--- config.mk ---
export PLATFORM = sky130hd
export DESIGN_NAME = playback_sequencer
export DESIGN_NICKNAME = d
export VERILOG_FILES = /design/src/rtl/playback_sequencer.sv
export SDC_FILE = /design/constraint.sdc
export NUM_CORES = 1
export LEC_CHECK = 0
export ABC_AREA = 1
export CORE_MARGIN = 5
export CORE_UTILIZATION = 45
export CTS_CLUSTER_SIZE = 28
export DETAILED_ROUTE_END_ITERATION = 12
export DONT_BUFFER_PORTS = 1
export MAX_ROUTING_LAYER = met4
export PLACE_DENSITY = 0.72
export SETUP_SLACK_MARGIN = 0.05
export SLEW_MARGIN = 25
export SYNTH_ARGS = -nofsm -noshare
export SYNTH_HDL_FRONTEND = slang
export SYNTH_SLANG_ARGS = --single-unit
--- constraint.sdc ---
create_clock -name clk -period 2.55 [get_ports clk]
set_clock_uncertainty 0.15 [all_clocks]
set_input_delay 0.255 -clock clk [delete_from_list [all_inputs] [get_ports clk]]
set_output_delay 0.255 -clock clk [all_outputs]
set_load 0.02 [all_outputs]
--- src/rtl/playback_sequencer.sv ---
// playback_sequencer: steps through the first n colour segments, showing
// each one for a timer period followed by a dark period, then strobes done.
//
// state | meaning
// IDLE  | waiting for start
// LOAD  | one cycle: reload the flash timer with the speed for this round
// ON    | colour segment[index] is lit, waiting for the timer pulse
// OFF   | LEDs dark, waiting for the timer pulse
// DONE  | one-cycle completion strobe
module playback_sequencer #(
    parameter int MAX_SEG     = 33,
    parameter int SPEED_SHIFT = 3
) (
    input  logic                     clk,
    input  logic                     reset,
    input  logic                     start,
    input  logic                     abort,
    input  logic [5:0]               round,
    input  logic [MAX_SEG-1:0][1:0]  segment,
    input  logic                     pulse,
    output logic                     load_speed,
    output logic [2:0]               speed,
    output logic                     led_en,
    output logic [1:0]               led_colour,
    output logic [3:0]               led_onehot,
    output logic [5:0]               index,
    output logic                     busy,
    output logic                     done
);

    typedef enum logic [2:0] {
        ST_IDLE,
        ST_LOAD,
        ST_ON,
        ST_OFF,
        ST_DONE
    } state_t;

    state_t     state;
    logic [5:0] n_total;

    logic [5:0] round_clamped;
    logic [5:0] speed_steps;
    logic [2:0] speed_code;
    logic [5:0] next_index;
    logic       last_colour;

    // Round clamp and speed code derived from the requested round count.
    always_comb begin
        round_clamped = (round > 6'(MAX_SEG)) ? 6'(MAX_SEG) : round;
        speed_steps   = round_clamped >> SPEED_SHIFT;
        speed_code    = (speed_steps > 6'd4) ? 3'd4 : speed_steps[2:0];
        next_index    = index + 6'd1;
        last_colour   = (index == (n_total - 6'd1));
    end

    // Sequencer FSM with registered outputs. The speed code is captured on
    // the IDLE->LOAD edge so it is already valid while load_speed is high,
    // which is when the timer samples it.
    always_ff @(posedge clk) begin
        if (reset) begin
            state      <= ST_IDLE;
            n_total    <= 6'd0;
            load_speed <= 1'b0;
            speed      <= 3'd0;
            led_en     <= 1'b0;
            led_colour <= 2'd0;
            led_onehot <= 4'd0;
            index      <= 6'd0;
            busy       <= 1'b0;
            done       <= 1'b0;
        end else begin
            load_speed <= 1'b0;
            done       <= 1'b0;
            if (abort && busy) begin
                // busy is high exactly in LOAD, ON and OFF
                state      <= ST_IDLE;
                led_en     <= 1'b0;
                led_colour <= 2'd0;
                led_onehot <= 4'd0;
                index      <= 6'd0;
                busy       <= 1'b0;
            end else begin
                case (state)
                    ST_IDLE: begin
                        if (start && !abort) begin
                            if (round == 6'd0) begin
                                state <= ST_DONE;
                                done  <= 1'b1;
                            end else begin
                                state      <= ST_LOAD;
                                n_total    <= round_clamped;
                                index      <= 6'd0;
                                speed      <= speed_code;
                                load_speed <= 1'b1;
                                busy       <= 1'b1;
                            end
                        end
                    end
                    ST_LOAD: begin
                        // a pulse here is stale: the timer is being reloaded
                        state      <= ST_ON;
                        led_en     <= 1'b1;
                        led_colour <= segment[index];
                        led_onehot <= 4'b0001 << segment[index];
                    end
                    ST_ON: begin
                        if (pulse) begin
                            state      <= ST_OFF;
                            led_en     <= 1'b0;
                            led_colour <= 2'd0;
                            led_onehot <= 4'd0;
                        end
                    end
                    ST_OFF: begin
                        if (pulse) begin
                            if (last_colour) begin
                                state <= ST_DONE;
                                done  <= 1'b1;
                                busy  <= 1'b0;
                            end else begin
                                state      <= ST_ON;
                                index      <= next_index;
                                led_en     <= 1'b1;
                                led_colour <= segment[next_index];
                                led_onehot <= 4'b0001 << segment[next_index];
                            end
                        end
                    end
                    ST_DONE: begin
                        state <= ST_IDLE;
                    end
                    default: begin
                        state <= ST_IDLE;
                    end
                endcase
            end
        end
    end

endmodule

# After elaboration in Yosys (flattened, before gate mapping)
# Index checks and enable logic that the tools add are counted.
# op_classes
addsub,2
order_cmp,4
n_eq_ne,10
shifts,2
mux,40
n_bitwise,4
n_reduce_logical,14
# op_table
operator,count
$mux W6,5
$bmux W2 S6,2
$mux W3,6
$lt A6 B7 Y1 const B,2
$mux W1,12
$mux W4,3
$ne A2 B2 Y1 const B,6
$pmux W3 S4,1
$pmux W4 S3,1
$pmux W6 S2,1
$mux W2,5
$reduce_and A5 Y1,2
$reduce_and A4 Y1,2
$shl A1 B2 Y4 const A,2
$add A6 B1 Y6 const B,1
$eq A3 B2 Y1 const B,2
$eq A6 B6 Y1,1
$gt A6 B6 Y1 const B,1
$logic_not A6 Y1,1
$pmux W2 S3,1
$sub A6 B1 Y6 const B,1
$not A1 Y1,4
$pmux W1 S2,2
$reduce_or A4 Y1,1
10 further kinds,11
# totals
regBits,28
input_bits,77
output_inout_bits,19
elab_cells,86

# Logic depth before layout (Yosys ltp)
# Gate-level depths: netlist of run 1.
# logic_depth
depth_word,7
mapped_depth,16
mapped_depth_nobuf,15

# Worst setup path before layout of run 1
# No wires, ideal clock.
# synth_timing
path_kind,reg-to-reg
from,reg index[1]
to,reg led_onehot[2]
setup_ns,0.126
t_arrival_ns,1.845
required_time_ns,2.274
setup_slack_ns,0.429
stages_incl_launch_ff,16
path_buffers,2
period_less_slack_ns,2.121
cell_sequence,dfxtp_1 > ha_1 > buf_2 > buf_2 > a21oi_1 > o21ai_0 > nand3_1 > nand3_1 > nand3_1 > nand3_1 > nand2_1 > nand2_1 > nand3_1 > nor2_1 > nor2_1 > nor2_2
# synth_between
elab_chain_cells,7
word_cells_on_any_way,13
classes_between,add/sub (1); eq/ne (2); shift (2); mux (7); reduce/logical (1)
# synth_lines
item,line_no,source
"start, declared",26,"output logic [5:0] index,"
"start signal, assigned",123,index <= next_index;
$add A6 B1 Y6,53,next_index = index + 6'd1;
$bmux W2 S6,126,led_onehot <= 4'b0001 << segment[next_index];
$mux W2 (not written as such),126,
$shl A1 B2 Y4,126,
$mux W4,117,if (last_colour) begin
$mux W4,116,if (pulse) begin
$pmux W4 S3,84,case (state)
"end signal, assigned",105,led_onehot <= 4'b0001 << segment[index];
"end signal, assigned",126,
"end, declared",25,"output logic [3:0] led_onehot,"
# Parallel ways exist; a longest one is shown, timed or not. The select of a mux whose other input is x is not followed.
# A chain may end at the register's enable or synchronous reset.

# Worst setup path in the final report of run 1
# layout_timing
from,reg index[0]
to,reg led_onehot[2]
# Same word-level chain as after synthesis.

==> impl_metrics.py, run 1 <==
metrics = {
    "run_status": {
        "status": "completed",
    },
    "finish": {
        "final_area_mm2": 0.003093,
        "final_cells": 602,
        "fin_nets": 605,
        "fill_cells": 698,
        "seqCellArea_um2": 541.8,
        "drive_gt1_share_pct": 6.667,
        "diodes": 0,
        "area_growth_pct": 6.231,
        "multi_input_area_mm2": 0.001881,
    },
    "clock_network": {
        "cts-root-buf": "clkbuf_8",
        "post-cts-setup-buffers": 0,
        "clock_latency_ns": 0.26,
        "cts_tree": "yes",
        "cts.sinks": 27,
        "numCtsBuffers": 3,
        "clock_path_buffers": 2,
        "clk_pin_slew_ns": 0.09,
        "h-tree-depth": 1,
    },
    "yosys": {
        "ys_seq_elements": 27,
        "syn_area_per_cell_um2": 5.504,
        "synth_nets": 608,
        "synth_ff_type": "dfxtp_1",
        "synth.distinct_cells": 30,
        "ys_seq_area_share_pct": 18.56,
        "yosys.area.top_type": "nand2_1",
        "synth_area_mm2": 0.002912,
        "postSynth.asyncResetShare_pct": 0,
        "postSynthCellCount": 529,
        "yosys_warnings": 0,
        "ys_top_cells_by_area": "nand2_1, dfxtp_1, nand3_1, inv_1, o211ai_1",
        "synth.top_cell.area_share_pct": 20.76,
        "synth_edf_count": 0,
    },
    "route": {
        "ant_nets": 0,
        "routed_via_density": 5.566,
        "drc": 0,
        "wl_per_cell_um": 14.37,
        "dr.pass1.iters": 5,
        "finalWirelength_um": 8653,
        "initialDrtViolationCount": 194,
        "num_vias": 3351,
    },
    "grt": {
        "grt_overflow_total": 0,
        "grt_pass1_wl_um": 14170,
        "antenna_found_initial": 0,
        "first_global_vias": 3090,
        "grt_use_total_pct": 20.46,
        "grt_max_degree": 80,
    },
    "pwr": {
        "swShare_pct": 40.69,
        "p_leak_nw": 1.485,
        "p_seq_share_pct": 42.8,
        "p_comb_share_pct": 39.3,
        "clkPwrFrac_pct": 17.9,
        "intPower_uw": 770.4,
        "ir_drop_mv": 0.5677,
        "p_per_area_mw_per_mm2": 420.0,
        "p_sw_uw": 528.6,
    },
    "flow_run": {
        "drv_cap": 0,
    },
    "floorplanning": {
        "die_height_um": 90.44,
        "die_x_um": 90.44,
        "rows": 29,
        "initial_core_util_pct": 46.12,
        "io_pins": 96,
        "die_area_mm2": 0.008178,
        "core_area_mm2": 0.006314,
    },
    "sta": {
        "timing.final.crit_share_pct": 88.53,
        "rsz0062_at_grt": "no",
        "slew_violations": 0,
        "slew_headroom_pct": 71.29,
        "tightest_slew_ns": 0.4303,
        "fin_crit_ns": 2.257,
        "setup_tns_ns": 0,
        "hold_violations": 0,
        "finalSetupViolCount": 0,
        "hold-worst-slack_ns": 0.01648,
        "fmax_mhz": 443.0,
    },
    "critical_path": {
        "worst_setup_path_start_kind": "flop",
        "path_max_fanout": 9,
        "critical_path_class": "reg -> reg",
        "end_kind": "flop",
        "required_ns": 2.55,
        "critPathArrivalTime_ns": 2.26,
    },
    "worst_hold_path": {
        "holdCritPathClass": "in -> reg",
    },
    "place": {
        "dp_hpwl_um": 6521,
        "gp_congestion": 0.9241,
        "portBuffers": 0,
        "place_area_mm2": 0.002979,
        "placedCellCount": 593,
    },
}
per-layer routing:
layer | global-route usage [%] | up-vias | routed length, um
met3 | 4.167 | 12 | 758
met2 | 33.96 | 146 | 4023
met1 | 25.37 | 1504 | 3739
met4 | 5.211 | 0 | 132
li1 | - | 1689 | -
met5 | - | - | 0
worst max-delay path, stage by stage (launching register included):
cell and delay (ns):
dfxtp_2 0.44, ha_1 0.30, xor2_2 0.39, nand3_1 0.13, nand3_1 0.10, nand3_1 0.07
nand3_1 0.11, nand2_1 0.06, nand2_1 0.08, nand2_2 0.07, inv_2 0.05, nor2_1 0.04
nor2_1 0.11, nor2_2 0.04
state kept, by name (all words and copies together), names as in the netlist:
signal / flops
state: 3
n_total: 5
speed: 3
done: 1
busy: 1
led_en: 1
led_colour: 2
led_onehot: 4
index: 6
load_speed: 1
cell families (layout without fill, tap and decap cells):
family | count (synthesis) | after routing | synth area share, %
AO/OA/AOI/OAI | 60 | 60 | 12.42
flip-flops | 27 | 27 | 18.56
adder cells (fa/ha/maj) | 2 | 2 | 0.8593
XOR/XNOR | 12 | 12 | 4.598
buffers and inverters | 114 | 110 | 16.85
AND/OR/NAND/NOR | 314 | 314 | 46.71
worst paths after layout:
path	slack [ns]	start	cells after the start	to
max reg2reg	0.29	index[0]	13	led_onehot[2]
min reg2reg	0.34	n_total[1]	2	n_total[1]
max	0.29	index[0]	13	led_onehot[2]
min	0.02	round[3]	2	speed[0]
cell usage after synthesis (4+ instances only):
| library cell | number |
|---|---|
| buf_2 | 20 |
| nor2_1 | 29 |
| o211ai_1 | 20 |
| inv_1 | 81 |
| dfxtp_1 | 27 |
| buf_6 | 4 |
| xnor2_1 | 4 |
| nor3_1 | 4 |
| nand2_1 | 161 |
| nand4_1 | 4 |
| xor2_1 | 5 |
| nand3_1 | 108 |
| inv_2 | 5 |
| o21ai_0 | 15 |
| a21oi_1 | 21 |
final cells by class:
| type | count | share of cell area [%] |
|---|---|---|
| timing repair buffer | 20 | 6.675 |
| sequential | 27 | 17.52 |
| clock buffer | 4 | 1.456 |
| multi-input combinational | 388 | 60.80 |
| inverter | 86 | 10.44 |
| tap | 77 | 3.115 |
timing repair:
| action | CTS | global route |
|---|---|---|
| hold buffers | 4 | 0 |
| endpoints found under the setup margin | 0 | 4 |
| gates resized for setup | 0 | 1 |
| hold endpoints to repair | 10 | 0 |
layout by cell type (no fill, tap or decap), types with 3 or more instances in the layout:
cell,n
nor3_1,4
nand4_1,4
inv_1,81
a21oi_1,21
clkbuf_8,3
inv_2,5
dfxtp_1,26
xnor2_1,4
xor2_1,5
nand3_1,108
dlygate4sd3_1,4
o211ai_1,20
nand2_1,161
o21ai_0,15
buf_4,12
nor2_1,29
through the flow:
step	power, mW	util (%)	setup slack, ns
4_1_cts	1.302	48.53	0.3067
3_3_place_gp	1.051	47.19	0.3990
6_report	1.299	48.99	0.2925
2_1_floorplan	0.9704	-	0.4291
5_1_grt	1.412	48.99	0.04419
3_5_place_dp	1.059	47.19	0.3318
power by group through the flow:
stage	logic, mW	registers, mW	clock network (mW)
5_1_grt	0.590	0.565	0.257
3_3_place_gp	0.486	0.565	0
2_1_floorplan	0.422	0.549	0
3_5_place_dp	0.494	0.565	0
4_1_cts	0.503	0.556	0.243
6_report	0.510	0.556	0.232
No activity file was read; power rests on OpenSTA's default activity.
==> run 2, diff against run 1 <==
--- a/config.mk
+++ b/config.mk
@@ -6,7 +6,6 @@
 export NUM_CORES = 1
 export LEC_CHECK = 0
 export ABC_AREA = 1
-export CORE_MARGIN = 5
 export CORE_UTILIZATION = 45
 export CTS_CLUSTER_SIZE = 28
 export DETAILED_ROUTE_END_ITERATION = 12
==> run 2 against run 1 <==
Against the previous run: the run now ends with hold timing left; utilization increased by 1.9 points; register-to-register slack got worse by 0.03 ns; sequential share of layout area decreased by 0.057 points; critical path depth increased by 1; sequential cell count unchanged; fmax decreased by 1.2%; count of clock-buffer cells in the layout unchanged; via count increased by 1.4%; worst hold slack got worse by 0.016 ns; largest cell class unchanged; highest routed layer unchanged.
==> impl_metrics.py, run 2 (synthesis results as in run 1) <==
metrics = {
    "run_status": {
        "status": "finished, violations left",
        "violations": "hold timing",
    },
    "finish": {
        "fin_nets": 605,
        "layout_commonest_cell": "nand2_1",
        "largest_reg_flops": 6,
        "multi_input_area_mm2": 0.001881,
        "final_area_mm2": 0.003103,
        "final_cells": 600,
        "fin_util_pct": 50.90,
        "fill_cells": 648,
        "area_growth_pct": 6.575,
        "regMostFlops": "index",
        "drive_gt1_share_pct": 6.857,
        "most-common-layout-cells": "nand2_1, nand3_1, inv_1, nor2_1, dfxtp_1",
        "top_regs": "index: 6 flops, n_total: 5 flops, led_onehot: 4 flops",
        "seqCellArea_um2": 541.8,
        "diodes": 0,
    },
    "critical_path": {
        "r2r_slack_ns": 0.26,
        "r2r_cells": 14,
        "critPathMostFrequentCell": "nand3_1",
        "required_ns": 2.56,
        "critPathArrivalTime_ns": 2.29,
        "critical_path_class": "reg -> reg",
        "worst_setup_path_start_kind": "flop",
        "cp.buffers_inverters": 2,
        "critical_path.top_delay_family": "simple AND/OR/NAND/NOR gates",
        "end_kind": "flop",
        "rr_startpoint": "index[0]",
        "path_max_fanout": 15,
        "path_cells": "ha_1 -> clkinvlp_4 -> o211ai_1 -> nand3_1 -> nand3_1 -> nand3_1 -> nand3_1 -> nand2_1 -> nand2_1 -> nand2_2 -> inv_2 -> nor2_1 -> nor2_1 -> nor2_2",
        "crit_path_top_delay_cell": "dfxtp_2",
        "timing.rr.end": "led_onehot[2]",
        "max_stage_delay_ns": 0.39,
    },
    "route": {
        "initialDrtViolationCount": 181,
        "wl_per_cell_um": 13.71,
        "routed_via_density": 5.665,
        "dr.pass1.iters": 5,
        "ant_nets": 0,
        "drc": 0,
        "num_vias": 3399,
        "finalWirelength_um": 8226,
    },
    "clock_network": {
        "numCtsBuffers": 3,
        "clock_path_buffers": 2,
        "cts-root-buf": "clkbuf_8",
        "clock_latency_ns": 0.27,
        "h-tree-depth": 1,
        "clk_pin_slew_ns": 0.09,
        "cts_tree": "yes",
        "cts.sinks": 27,
    },
    "sta": {
        "fmax_mhz": 437.5,
        "finalSetupViolCount": 0,
        "tightest_slew_ns": 0.4873,
        "setup_tns_ns": 0,
        "hold_violations": 1,
        "hold-worst-slack_ns": -0.000006939,
        "fin_crit_ns": 2.286,
        "timing.final.crit_share_pct": 89.63,
        "rsz0062_at_grt": "no",
        "slew_headroom_pct": 67.35,
        "slew_violations": 0,
    },
    "pwr": {
        "ir_drop_mv": 0.4573,
        "p_leak_nw": 1.489,
        "p_per_area_mw_per_mm2": 420.1,
        "power.total_mw": 1.304,
    },
    "floorplanning": {
        "rows": 28,
        "die_area_mm2": 0.006796,
        "die_x_um": 82.44,
        "die_height_um": 82.44,
        "core_area_mm2": 0.006096,
        "io_pins": 96,
        "initial_core_util_pct": 47.76,
    },
    "grt": {
        "grt_overflow_total": 0,
        "first_global_vias": 2891,
        "grt_pass1_wl_um": 12210,
        "antenna_found_initial": 0,
        "grt_use_total_pct": 23.23,
        "grt_max_degree": 90,
    },
    "worst_hold_path": {
        "min_from": "round[3]",
        "holdCritPathClass": "in -> reg",
        "whs_path_depth": 2,
        "hold_end": "speed[0]",
    },
    "place": {
        "portBuffers": 0,
        "gp_congestion": 0.8777,
        "placedCellCount": 591,
        "place_area_mm2": 0.002989,
        "dp_hpwl_um": 6156,
    },
    "flow_run": {
        "drv_cap": 0,
    },
}
run 2: changes by cell type in the layout (fill, tap and decap cells not counted):
cell	change
buf_12	+1
buf_6	-1
clkinvlp_4	+1
inv_1	-1
run 2: how the worst max path moves through the flow:
stage,startpoint,depth (start not counted),slack [ns],endpoint
detailed placement,index[0],16,0.30,led_onehot[2]
finish,index[0],14,0.26,led_onehot[2]
global placement,index[0],16,0.32,led_onehot[2]
floorplan,index[1],15,0.43,led_onehot[2]
CTS,index[0],15,0.29,led_onehot[2]
global route,index[0],13,0.03,led_onehot[1]
run 2: final cells by class:
class                           count  area share (%)
Sequential cell                    27           17.46
Timing Repair Buffer               20           6.935
Multi-Input combinational cell    388           60.60
Inverter                           86           10.52
Clock buffer                        4           1.452
Tap cell                           75           3.024
run 2: power by group:
group          switching, mW  internal (mW)  leakage (nW)  total, mW
clock network          0.129          0.112        0.0228      0.241
registers             0.0828          0.472         0.220      0.555
logic                  0.322          0.186          1.25      0.508
total                  0.534          0.770          1.49       1.30
run 2: worst reg2reg max path, cell delays in order (launching register included):
cell        delay, ns
dfxtp_2          0.39
ha_1             0.36
clkinvlp_4       0.27
o211ai_1         0.20
nand3_1          0.09
nand3_1          0.09
nand3_1          0.07
nand3_1          0.11
nand2_1          0.06
nand2_1          0.08
nand2_2          0.08
inv_2            0.05
nor2_1           0.04
nor2_1           0.10
nor2_2           0.04
run 2: metal layers:
metal	GRT usage, %	part of all wire (%)	vias to the layer above	wire length [um]
li1	-	-	1688	-
met1	27.15	42	1512	3431
met2	40.83	47	177	3903
met3	3.736	9.1	22	749
met4	6.667	1.7	0	141
met5	-	0	-	0
run 2: repair_timing:
action	CTS	global route
setup endpoints to repair	0	4
setup buffers	0	0
endpoints found under the hold margin	10	0
gates resized for setup	0	1
hold buffers	4	0
run 2: per-stage QoR:
stage | hold WS, ns | setup slack, ns
after global placement | 0.1759 | 0.3235
after floorplan | 0.2430 | 0.4291
after CTS | 0.0005212 | 0.2870
after global routing | 0.01958 | 0.03316
final | -0.000006939 | 0.2644
after detailed placement | 0.1783 | 0.3013
